<file path="src/rtl/mux_pipeline_pkg.sv">
// Shared definitions for the pipelined-mux arbiter slice.
//   f_mux_latency : register stages of a recursive MUX_SIZE-ary mux tree
//                   covering INPUT_COUNT inputs (one stage per tree level).
//   ST_*          : arbiter state encoding.
package mux_pipeline_pkg;

  localparam logic [1:0] ST_IDLE    = 2'd0;
  localparam logic [1:0] ST_HOLD    = 2'd1;
  localparam logic [1:0] ST_DELIVER = 2'd2;

  // Each tree level reduces the number of candidates by MUX_SIZE (rounding
  // up); the number of levels needed to reach one survivor is the latency.
  function automatic int f_mux_latency(input int n_inputs, input int mux_size);
    int stages;
    int remaining;
    stages    = 0;
    remaining = n_inputs;
    while (remaining > 1) begin
      remaining = (remaining + mux_size - 1) / mux_size;
      stages    = stages + 1;
    end
    return stages;
  endfunction

endpackage

</file>
<file path="src/rtl/mux_pipeline.sv">
// mux_pipeline: fixed-latency pipelined multiplexer (TYPE 0 = every tree
// level registered). Latency is f_mux_latency(INPUT_COUNT, MUX_SIZE).
//   i_clk  : clock
//   i_sel  : select index, expected stable while a word travels the tree
//   i_data : input words, slice i at [i*WIDTH +: WIDTH]
//   o_data : selected word, LATENCY cycles later (not reset)
module mux_pipeline
  import mux_pipeline_pkg::*;
#(
  parameter int WIDTH       = 4,
  parameter int INPUT_COUNT = 10,
  parameter int MUX_SIZE    = 2,
  parameter int TYPE        = 0,
  localparam int GW = $clog2(INPUT_COUNT)
) (
  input  logic                         i_clk,
  input  logic [GW-1:0]                i_sel,
  input  logic [WIDTH*INPUT_COUNT-1:0] i_data,
  output logic [WIDTH-1:0]             o_data
);

  localparam int LAT  = f_mux_latency(INPUT_COUNT, MUX_SIZE);
  localparam int SB   = (MUX_SIZE > 1) ? $clog2(MUX_SIZE) : 1;
  localparam int PADN = MUX_SIZE ** LAT;
  localparam int SW   = SB * LAT;

  logic [SW-1:0]    w_sel;
  logic [WIDTH-1:0] w_leaf  [PADN];
  logic [WIDTH-1:0] r_stage [LAT][PADN];

  assign w_sel = SW'(i_sel);

  // Pad the input set up to a full tree; missing leaves read as zero.
  always_comb begin
    for (int i = 0; i < PADN; i++) w_leaf[i] = '0;
    for (int i = 0; i < INPUT_COUNT; i++) w_leaf[i] = i_data[i*WIDTH +: WIDTH];
  end

  // Level s consumes select bits [s*SB +: SB]; the low bits pick among
  // neighbouring leaves first. Slots above a level's node count are idle.
  always_ff @(posedge i_clk) begin
    for (int j = 0; j < PADN; j++) begin
      if (j < PADN / MUX_SIZE)
        r_stage[0][j] <= w_leaf[j*MUX_SIZE + int'(w_sel[0 +: SB])];
      else
        r_stage[0][j] <= '0;
    end
    for (int s = 1; s < LAT; s++) begin
      for (int j = 0; j < PADN; j++) begin
        if (j < PADN / (MUX_SIZE ** (s+1)))
          r_stage[s][j] <= r_stage[s-1][j*MUX_SIZE + int'(w_sel[s*SB +: SB])];
        else
          r_stage[s][j] <= '0;
      end
    end
  end

  assign o_data = r_stage[LAT-1][0];

endmodule

</file>
<file path="src/rtl/mux_pipeline_arbiter_rr_pick.sv">
// rr_pick: combinational round-robin search.
//   i_req   : request vector, one bit per requester
//   i_ptr   : index the search starts from (must be < INPUT_COUNT)
//   o_idx   : first set index at or after i_ptr, wrapping modulo INPUT_COUNT
//   o_found : at least one request bit is set
module rr_pick #(
  parameter int INPUT_COUNT = 10,
  localparam int GW = $clog2(INPUT_COUNT)
) (
  input  logic [INPUT_COUNT-1:0] i_req,
  input  logic [GW-1:0]          i_ptr,
  output logic [GW-1:0]          o_idx,
  output logic                   o_found
);

  int w_cand;

  // Walk the requesters starting at the pointer; the first hit wins.
  always_comb begin
    o_found = 1'b0;
    o_idx   = '0;
    w_cand  = 0;
    for (int k = 0; k < INPUT_COUNT; k++) begin
      w_cand = int'(i_ptr) + k;
      if (w_cand >= INPUT_COUNT) w_cand = w_cand - INPUT_COUNT;
      if (!o_found && i_req[w_cand]) begin
        o_found = 1'b1;
        o_idx   = GW'(w_cand);
      end
    end
  end

endmodule

</file>
<file path="src/rtl/mux_pipeline_arbiter.sv">
// mux_pipeline_arbiter: round-robin arbiter/sequencer in front of a shared
// pipelined mux. One requester is granted at a time; its select is held
// until the mux pipeline has settled, then the word is offered downstream.
//   i_clk, i_rst_n : clock, asynchronous active-low reset
//   i_req_valid    : per-requester word valid
//   o_req_ready    : one-hot acceptance pulse to the grantee
//   i_req_lock     : keep the grant for another word (MUX_PIPELINE_ARB_LOCK_EN)
//   i_in_data      : requester words, slice i at [i*WIDTH +: WIDTH]
//   o_out_valid    : o_out_data holds the granted word
//   i_out_ready    : downstream accepts
//   o_out_data     : mux output
//   o_grant_id     : index being served (the mux select)
//   o_busy         : arbiter not idle
// Build option: define MUX_PIPELINE_ARB_LOCK_EN to enable grant locking.
module mux_pipeline_arbiter
  import mux_pipeline_pkg::*;
#(
  parameter int WIDTH       = 4,
  parameter int INPUT_COUNT = 10,
  parameter int MUX_SIZE    = 2,
  localparam int GW = $clog2(INPUT_COUNT)
) (
  input  logic                         i_clk,
  input  logic                         i_rst_n,
  input  logic [INPUT_COUNT-1:0]       i_req_valid,
  output logic [INPUT_COUNT-1:0]       o_req_ready,
  input  logic [INPUT_COUNT-1:0]       i_req_lock,
  input  logic [WIDTH*INPUT_COUNT-1:0] i_in_data,
  output logic                         o_out_valid,
  input  logic                         i_out_ready,
  output logic [WIDTH-1:0]             o_out_data,
  output logic [GW-1:0]                o_grant_id,
  output logic                         o_busy
);

  localparam int LAT = f_mux_latency(INPUT_COUNT, MUX_SIZE);
  localparam int CW  = $clog2(LAT + 1);

  logic [1:0]    r_state;
  logic [GW-1:0] r_grant_id;
  logic [GW-1:0] r_rr_ptr;
  logic [CW-1:0] r_hold_cnt;
  logic [GW-1:0] w_pick_idx;
  logic          w_pick_found;
  logic          w_relock;

  rr_pick #(.INPUT_COUNT(INPUT_COUNT)) u_rr_pick (
    .i_req   (i_req_valid),
    .i_ptr   (r_rr_ptr),
    .o_idx   (w_pick_idx),
    .o_found (w_pick_found)
  );

  mux_pipeline #(
    .WIDTH       (WIDTH),
    .INPUT_COUNT (INPUT_COUNT),
    .MUX_SIZE    (MUX_SIZE),
    .TYPE        (0)
  ) u_mux (
    .i_clk  (i_clk),
    .i_sel  (r_grant_id),
    .i_data (i_in_data),
    .o_data (o_out_data)
  );

  // A locked grantee with another word already on its slice keeps the grant.
`ifdef MUX_PIPELINE_ARB_LOCK_EN
  assign w_relock = i_req_lock[r_grant_id] && i_req_valid[r_grant_id];
`else
  logic w_unused_lock;
  assign w_unused_lock = ^i_req_lock;
  assign w_relock      = 1'b0;
`endif

  // Grant/hold/deliver sequencer. hold_cnt counts the pipeline fill so that
  // DELIVER is entered exactly LAT edges after the grant edge.
  always_ff @(posedge i_clk or negedge i_rst_n) begin
    if (!i_rst_n) begin
      r_state    <= ST_IDLE;
      r_grant_id <= '0;
      r_rr_ptr   <= '0;
      r_hold_cnt <= '0;
    end else begin
      case (r_state)
        ST_IDLE: begin
          if (w_pick_found) begin
            r_grant_id <= w_pick_idx;
            r_hold_cnt <= CW'(LAT - 1);
            r_state    <= ST_HOLD;
          end
        end
        ST_HOLD: begin
          if (r_hold_cnt == '0) r_state    <= ST_DELIVER;
          else                  r_hold_cnt <= r_hold_cnt - 1'b1;
        end
        ST_DELIVER: begin
          if (i_out_ready) begin
            if (w_relock) begin
              r_hold_cnt <= CW'(LAT - 1);
              r_state    <= ST_HOLD;
            end else begin
              r_rr_ptr <= (r_grant_id == GW'(INPUT_COUNT - 1)) ? '0 : r_grant_id + 1'b1;
              r_state  <= ST_IDLE;
            end
          end
        end
        default: r_state <= ST_IDLE;
      endcase
    end
  end

  // The acceptance pulse is the downstream handshake itself, routed back.
  always_comb begin
    o_req_ready = '0;
    if (r_state == ST_DELIVER && i_out_ready) o_req_ready[r_grant_id] = 1'b1;
  end

  assign o_out_valid = (r_state == ST_DELIVER);
  assign o_busy      = (r_state != ST_IDLE);
  assign o_grant_id  = r_grant_id;

endmodule

</file>
<file path="config.mk">
export PLATFORM = sky130hd
export DESIGN_NAME = mux_pipeline_arbiter
export DESIGN_NICKNAME = d
export VERILOG_FILES = /design/src/rtl/mux_pipeline_pkg.sv /design/src/rtl/mux_pipeline.sv /design/src/rtl/mux_pipeline_arbiter_rr_pick.sv /design/src/rtl/mux_pipeline_arbiter.sv
export SDC_FILE = /design/constraint.sdc
export NUM_CORES = 1
export LEC_CHECK = 0
export BUFFER_PORTS_ARGS = -buffer_cell sky130_fd_sc_hd__buf_2
export CORE_UTILIZATION = 35
export CTS_BUF_LIST = sky130_fd_sc_hd__clkbuf_8
export DETAILED_ROUTE_END_ITERATION = 8
export PLACE_DENSITY = 0.56
export SYNTH_ARGS = -nofsm -noshare
export SYNTH_HDL_FRONTEND = slang
export SYNTH_HIERARCHICAL = 1
export SYNTH_SLANG_ARGS = --single-unit
</file>
<file path="constraint.sdc">
create_clock -name i_clk -period 5.2 [get_ports i_clk]
set_input_delay 0.78 -clock i_clk [delete_from_list [all_inputs] [get_ports i_clk]]
set_output_delay 0.78 -clock i_clk [all_outputs]
set_load 0.02 [all_outputs]
</file>
==> results of run 1 <==
[sequential cells by signal, indices dropped and copies added, names as in the netlist]
register and cells:
o_grant_id 4, r_hold_cnt 3, u_mux/r_stage 44, r_rr_ptr 4, r_state 2
[per-layer routing]
metal	track usage, %	up-vias	wire, um
met5	0	-	0
met4	5.05	0	165
met3	2.20	15	705
met2	32.0	159	6900
met1	25.5	2323	6540
li1	-	2359	-
[final cells by class]
type                       instances  share of cell area, %
multi-input combinational        485                   62.5
sequential                        57                   20.3
timing repair buffer              87                   7.97
tap                              184                   3.88
clock buffer                       9                   2.09
clock inverter                     7                   1.73
inverter                          24                   1.52
[cell usage after synthesis (5+ instances only)]
library cell  number
a211oi_1           9
a21o_1             6
a31oi_1            6
nor2_1            41
and3b_1            5
buf_6              9
o211ai_1          12
inv_1             22
xnor2_1            6
nand2b_1          18
ha_1              24
dfrtp_1           13
buf_2              6
mux2_4            26
dfxtp_1           44
nor3_1            19
nand3_1           15
nand2_1           38
o32ai_1            6
or3_1              6
o21ai_0           26
or2_2              7
clkbuf_1           9
a21oi_1           37
nor2b_1           16
mux2i_1           17
mux2_2            24
[cells by family after synthesis]
group	share of synthesized area, %
adder cells (fa/ha/maj)	5.79
AO/OA/AOI/OAI	22.7
XOR/XNOR	2.12
AND/OR/NAND/NOR	24.4
buffers and inverters	5.31
flip-flops	23.3
multiplexers	16.5
[critical path, cell delays in order (launching register included)]
cell and delay (ns):
dfrtp_1 0.60, buf_4 0.33, ha_1 0.25, xor2_1 0.49, nor2_1 0.17, o22ai_1 0.30, o32ai_1 0.16, a31oi_1 0.44
nand4bb_1 0.26, nand3b_4 0.30, nor3_2 0.34, nand3_1 0.23, nor3b_2 0.28, a311oi_1 0.26, a41oi_1 0.07
[worst max-delay path by stage]
| stage | startpoint | to | slack [ns] | cells past startpoint |
|---|---|---|---|---|
| 4_1_cts | r_rr_ptr[1] | r_hold_cnt[0] | 0.69 | 14 |
| 3_3_place_gp | r_rr_ptr[0] | r_hold_cnt[0] | 0.80 | 16 |
| 5_1_grt | r_rr_ptr[1] | r_hold_cnt[0] | 0.28 | 15 |
| 3_5_place_dp | r_rr_ptr[2] | r_hold_cnt[0] | 0.69 | 14 |
| 2_1_floorplan | r_rr_ptr[1] | o_grant_id[1] | 0.89 | 15 |
| 6_report | r_rr_ptr[1] | r_hold_cnt[0] | 0.59 | 14 |
[through the flow]
stage / hold WS, ns / instances / utilization [%]
floorplan: 0.411 / 594 / -
global placement: 0.414 / 837 / 39.4
detailed placement: 0.420 / 837 / 39.4
CTS: 0.334 / 853 / 41.0
global route: 0.350 / 853 / 41.0
finish: 0.338 / 853 / 41.0
==> flow_summary.yaml, run 1 <==
outcome:
  status: "finished, final reports clean"
job:
  drv_cap: 0
floorplan:
  floorplan.initialDensity_pct: 35.8
  die_h_um: 124
  die_area_um2: 15300
  fp.coreArea_um2: 14500
  ios: 83
  die_w_um: 124
  rows: 44
yosys:
  synth_seq_cells: 57
  synth_edf_count: 0
  synth-main-ff-cell: "dfxtp_1"
  synth.distinct_cells: 95
  yosysSeqAreaShare_pct: 23.3
  yosys_warnings: 6
  synthCells: 594
  avgSynthCellArea_um2: 8.73
  synth.largest_area_cell: "dfxtp_1"
  netlist_top_cells_area: "dfxtp_1 (17%), mux2_4 (7.5%), dfrtp_1 (6.3%), ha_1 (5.8%), mux2_2 (5.2%)"
  synth_nets: 681
  synthArstFlopShare_pct: 22.8
  syn-cell-area_um2: 5190
  yosysTopAreaCellShare_pct: 17.0
cts:
  hold_buffers: 0
  cts_setup_buffers: 0
  ctsResizeCount: 0
  cts_tree: "yes"
  cts.sinks: 57
  cts_htree_levels: 3
  clk_latency_ns: 0.33
  clock_path_buffers: 2
  cts_made_buffers: 9
  cts-root-buf: "clkbuf_8"
  clk_pin_slew_ns: 0.07
timing:
  fmax_mhz: 217
  tightest_slew_ns: 0.912
  relSlewSlack_pct: 39.2
  rsz0062_at_grt: "no"
  finClkSkew_ns: 0.0109
  fin_tns_setup_ns: 0
  maxSlewViolCount: 0
  setup_viol: 0
  fin_crit_sh_pct: 88.7
  hold_viol_final: 0
  period_minus_slack_ns: 4.61
  finalWorstSetupSlack_ns: 0.589
finish:
  nets: 751
  multiInputGateArea_um2: 3700
  area_growth_pct: 14.4
  fillCellCount: 1452
  layout_common_cells: "buf_2 (72), dfxtp_1 (44), nor2_1 (41), nand2_1 (38), a21oi_1 (37)"
  final_common_cell: "buf_2"
  stdcell_area_um2: 5930
  seqCellArea_um2: 1210
  num_antenna_cells: 0
  drive_above_1_share_pct: 27.2
global_routing:
  grt_pass1_vias: 4331
  grt_pass1_wl_mm: 22.5
  antenna_found_initial: 0
  grt-ovfl-total: 0
  grt_usage_pct: 19.0
  grt_max_degree: 26
detailed_routing:
  via_per_inst: 5.69
  wire_per_inst_um: 16.8
  postRouteAntennaNets: 0
  drtIter0Drc: 330
  first_pass_iters: 5
  dr_total_vias: 4856
  drcViolationCount: 0
  wl_mm: 14.3
setup_path:
  startpoint_type: "register"
  end_kind: "register"
  worst_ep_arrival_time_ns: 4.80
  crit_fanout: 21
  ff2ff_setup_slack_ns: 0.59
  r2r_cells: 14
  critPathKind: "reg2reg"
  rr_endpoint: "r_hold_cnt[0]"
  crit_required_ns: 5.39
  rr_startpoint: "r_rr_ptr[1]"
placement:
  gp_congestion: 0.916
  post_dp_cell_area_um2: 5700
  portBuffers: 72
  pre_cts_ws_ns: 0.687
  dpl.hpwl_mm: 11.0
worst_hold_path:
  hold_path_class: "in2async"
Power of run 1 is not shown: default switching activity piles up to over one toggle a cycle in this logic, so the estimate is an artifact.
==> run 2: changes to the inputs <==
- CTS_CLUSTER_SIZE: default -> 25
- MAX_ROUTING_LAYER: default -> met4
==> flow_summary.yaml, run 2 (synthesized netlist as in run 1, its figures left out) <==
detailed_routing:
  via_per_inst: 5.65
  drtIter0Drc: 346
  first_pass_iters: 5
  drcViolationCount: 0
  postRouteAntennaNets: 0
  wl_mm: 14.1
  wire_per_inst_um: 16.6
  dr_total_vias: 4810
floorplan:
  rows: 44
  die_w_um: 124
  fp.coreArea_um2: 14500
  die_h_um: 124
  die_area_um2: 15300
  ios: 83
  floorplan.initialDensity_pct: 35.8
setup_path:
  startpoint_type: "register"
  critPathKind: "reg2reg"
  crit_family: "compound AO/OA/AOI/OAI gates"
  end_kind: "register"
  ff2ff_setup_slack_ns: 0.50
  crit_chain: "inv_1, ha_1, a21boi_1, xnor2_1, or3_1, a32oi_1, o32ai_1, a21boi_1, inv_1, nor3_2, nand3_1, nor3b_2, a311oi_1, a41oi_1"
  worst_ep_arrival_time_ns: 4.89
  critPathBufInv: 2
  slowest_stage: "a21boi_1"
  max_stage_delay_ns: 0.51
  crit_fanout: 10
  crit_required_ns: 5.39
finish:
  num_antenna_cells: 0
  utilization_pct: 40.9
  stdcell_area_um2: 5920
  max_flop_register: "u_mux/r_stage"
  area_growth_pct: 14.2
  layout_common_cells: "buf_2 (72), dfxtp_1 (44), nor2_1 (41), nand2_1 (38), a21oi_1 (37)"
  nets: 750
  drive_above_1_share_pct: 27.1
  final_common_cell: "buf_2"
  largest_reg_flops: 44
placement:
  dpl.hpwl_mm: 10.9
  gp_congestion: 0.943
  portBuffers: 72
  post_dp_cell_area_um2: 5700
timing:
  hold_viol_final: 0
  fin_crit_sh_pct: 90.3
  period_minus_slack_ns: 4.70
  fin_tns_setup_ns: 0
  maxSlewViolCount: 0
  fmax_mhz: 213
  finClkSkew_ns: 0.00920
  relSlewSlack_pct: 41.5
  tightest_slew_ns: 0.853
  rsz0062_at_grt: "no"
  setup_viol: 0
cts:
  cts.sinks: 57
  cts_made_buffers: 9
  hold_buffers: 0
  clock_path_buffers: 2
  clk_pin_slew_ns: 0.07
  ctsResizeCount: 0
  cts_tree: "yes"
  cts-root-buf: "clkbuf_8"
  cts_htree_levels: 3
  clk_latency_ns: 0.33
  cts_setup_buffers: 0
outcome:
  status: "finished, final reports clean"
global_routing:
  grt_max_degree: 29
  grt_pass1_wl_mm: 22.2
  antenna_found_initial: 0
  grt_pass1_vias: 4378
  grt_usage_pct: 19.3
  grt-ovfl-total: 0
job:
  drv_cap: 0
worst_hold_path:
  hold_path_class: "in2async"
-- run 2: worst register-to-register path, delay by kind of cell, from the launching register on --
kind,cells,cell delay (ns)
fa+ha+maj,1,0.27
simple gates,4,1.25
buf+inv,2,0.49
xor+xnor,1,0.32
compound gates,6,1.76
flops,1,0.49
-- run 2: cell type report --
class / count / area (um2)
multi-input cells: 485 / 3700
clock inverters: 7 / 100
inverters: 24 / 90.1
clock buffers: 9 / 124
repair buffers: 86 / 465
flip-flops and latches: 57 / 1210
well taps: 184 / 230
fillers: 1477 / 8560
-- run 2: worst paths after layout --
path                                            from  cells past startpoint                    to
worst max-delay path                     r_rr_ptr[2]                     14         r_hold_cnt[0]
worst min-delay path                         i_rst_n                      1            r_state[1]
worst max register to register           r_rr_ptr[2]                     14         r_hold_cnt[0]
worst min register to register  u_mux/r_stage[0][13]                      1  u_mux/r_stage[1][21]
max in group asynchronous                    i_rst_n                      1         r_hold_cnt[0]
min in group i_clk              u_mux/r_stage[0][13]                      1  u_mux/r_stage[1][21]
-- run 2: stage by stage --
step / hold WS (ns) / instances / setup slack [ns]
global route: 0.338 / 852 / 0.292
detailed placement: 0.420 / 836 / 0.678
CTS: 0.327 / 852 / 0.633
floorplan: 0.411 / 594 / 0.894
finish: 0.336 / 852 / 0.503
global placement: 0.414 / 836 / 0.777
-- run 2: per-layer routing --
layer,global-route usage (%),wire length (um)
met5,-,0
met4,6.10,195
met3,1.88,603
met2,32.2,6810
met1,24.6,6510
Power of run 2 is left out for the same reason.
==> run 3: changes to the inputs <==
- clock period: 5.2 -> 5.8 ns (I/O delays scaled with it)
==> flow_summary.yaml, run 3 (synthesized netlist as in run 1, its figures left out) <==
outcome:
  status: "finished, final reports clean"
finish:
  nets: 744
  num_antenna_cells: 0
  max_flop_register: "u_mux/r_stage"
  largest_reg_flops: 44
  area_growth_pct: 13.4
  final_common_cell: "buf_2"
  layout_common_cells: "buf_2 (72), dfxtp_1 (44), nor2_1 (41), nand2_1 (38), a21oi_1 (37)"
  drive_above_1_share_pct: 26.4
setup_path:
  ff2ff_setup_slack_ns: 0.86
  rr_startpoint: "r_rr_ptr[3]"
  r2r_cells: 13
  critPathBufInv: 0
  crit_family: "simple AND/OR/NAND/NOR gates"
  end_kind: "register"
  slowest_stage: "ha_1"
  max_stage_delay_ns: 0.94
  cpMostUsedCell: "a41oi_1"
  crit_required_ns: 5.99
  crit_chain: "ha_1, and2_1, nor3_1, or2_2, or3_1, a41oi_1, nand4bb_1, nand3b_4, nor3_2, nand3_1, nor3b_2, a311oi_1, a41oi_1"
  crit_fanout: 27
  critPathKind: "reg2reg"
  startpoint_type: "register"
  worst-path-stages: 13
  worst_ep_arrival_time_ns: 5.12
  timing.critical_path.to: "r_hold_cnt[0]"
  rr_endpoint: "r_hold_cnt[0]"
  critPathLaunch: "r_rr_ptr[3]"
cts:
  cts.sinks: 57
  hold_buffers: 0
  ctsResizeCount: 0
  cts_tree: "yes"
  clk_latency_ns: 0.32
  clock_path_buffers: 2
  cts-root-buf: "clkbuf_8"
  clk_pin_slew_ns: 0.07
  cts_htree_levels: 3
  cts_setup_buffers: 0
  cts_made_buffers: 9
global_routing:
  antenna_found_initial: 0
  grt_max_degree: 28
  grt_pass1_wl_mm: 22.0
  grt_pass1_vias: 4367
  grt-ovfl-total: 0
  grt_usage_pct: 19.2
timing:
  period_minus_slack_ns: 4.94
  hold_viol_final: 0
  tightest_slew_ns: 1.01
  setup_viol: 0
  fmax_mhz: 203
  fin_crit_sh_pct: 85.1
  fin_tns_setup_ns: 0
  finClkSkew_ns: 0.00613
  maxSlewViolCount: 0
  relSlewSlack_pct: 32.7
  rsz0062_at_grt: "no"
detailed_routing:
  drtIter0Drc: 366
  wire_per_inst_um: 16.4
  drcViolationCount: 0
  via_per_inst: 5.70
  dr_total_vias: 4820
  postRouteAntennaNets: 0
  first_pass_iters: 6
  wl_mm: 13.9
floorplan:
  die_area_um2: 15300
  die_w_um: 124
  die_h_um: 124
  ios: 83
  floorplan.initialDensity_pct: 35.8
  rows: 44
  fp.coreArea_um2: 14500
placement:
  portBuffers: 72
  gp_congestion: 0.910
  dpl.hpwl_mm: 10.7
worst_hold_path:
  hold_path_class: "in2async"
job:
  drv_cap: 0
[run 3: area by class of cell]
class / count / area (um2)
clock inverter: 7 / 104
clock buffer: 9 / 124
timing repair buffer: 80 / 420
multi-input combinational: 485 / 3700
inverter: 24 / 90.1
tap: 184 / 230
fill: 1475 / 8600
sequential: 57 / 1210
[run 3: worst min-delay path by stage]
stage,cells after the start,end
floorplan,1,u_mux/r_stage[1][20]
detailed placement,1,u_mux/r_stage[1][23]
global placement,1,u_mux/r_stage[1][20]
finish,1,o_grant_id[0]
global route,1,r_hold_cnt[0]
CTS,1,r_hold_cnt[2]
[run 3: metal layers]
metal,vias to the layer above,GRT usage (%),share of wire (%)
li1,2348,-,-
met1,2264,24.2,45
met2,172,31.5,47
met3,36,2.66,5.9
met4,0,6.25,2.4
met5,-,-,0
[run 3: stage by stage]
stage                     setup WS (ns)  area (um2)  hold slack, ns  instances  util (%)
final                             0.864        5880           0.431        846      40.6
after global placement             1.08        5650           0.415        830      39.0
after global routing              0.538        5880           0.431        846      40.6
after floorplan                    1.49        5190           0.411        594         -
after detailed placement          0.955        5650           0.420        830      39.0
after CTS                         0.916        5880           0.427        846      40.6
Power of run 3 is left out for the same reason.
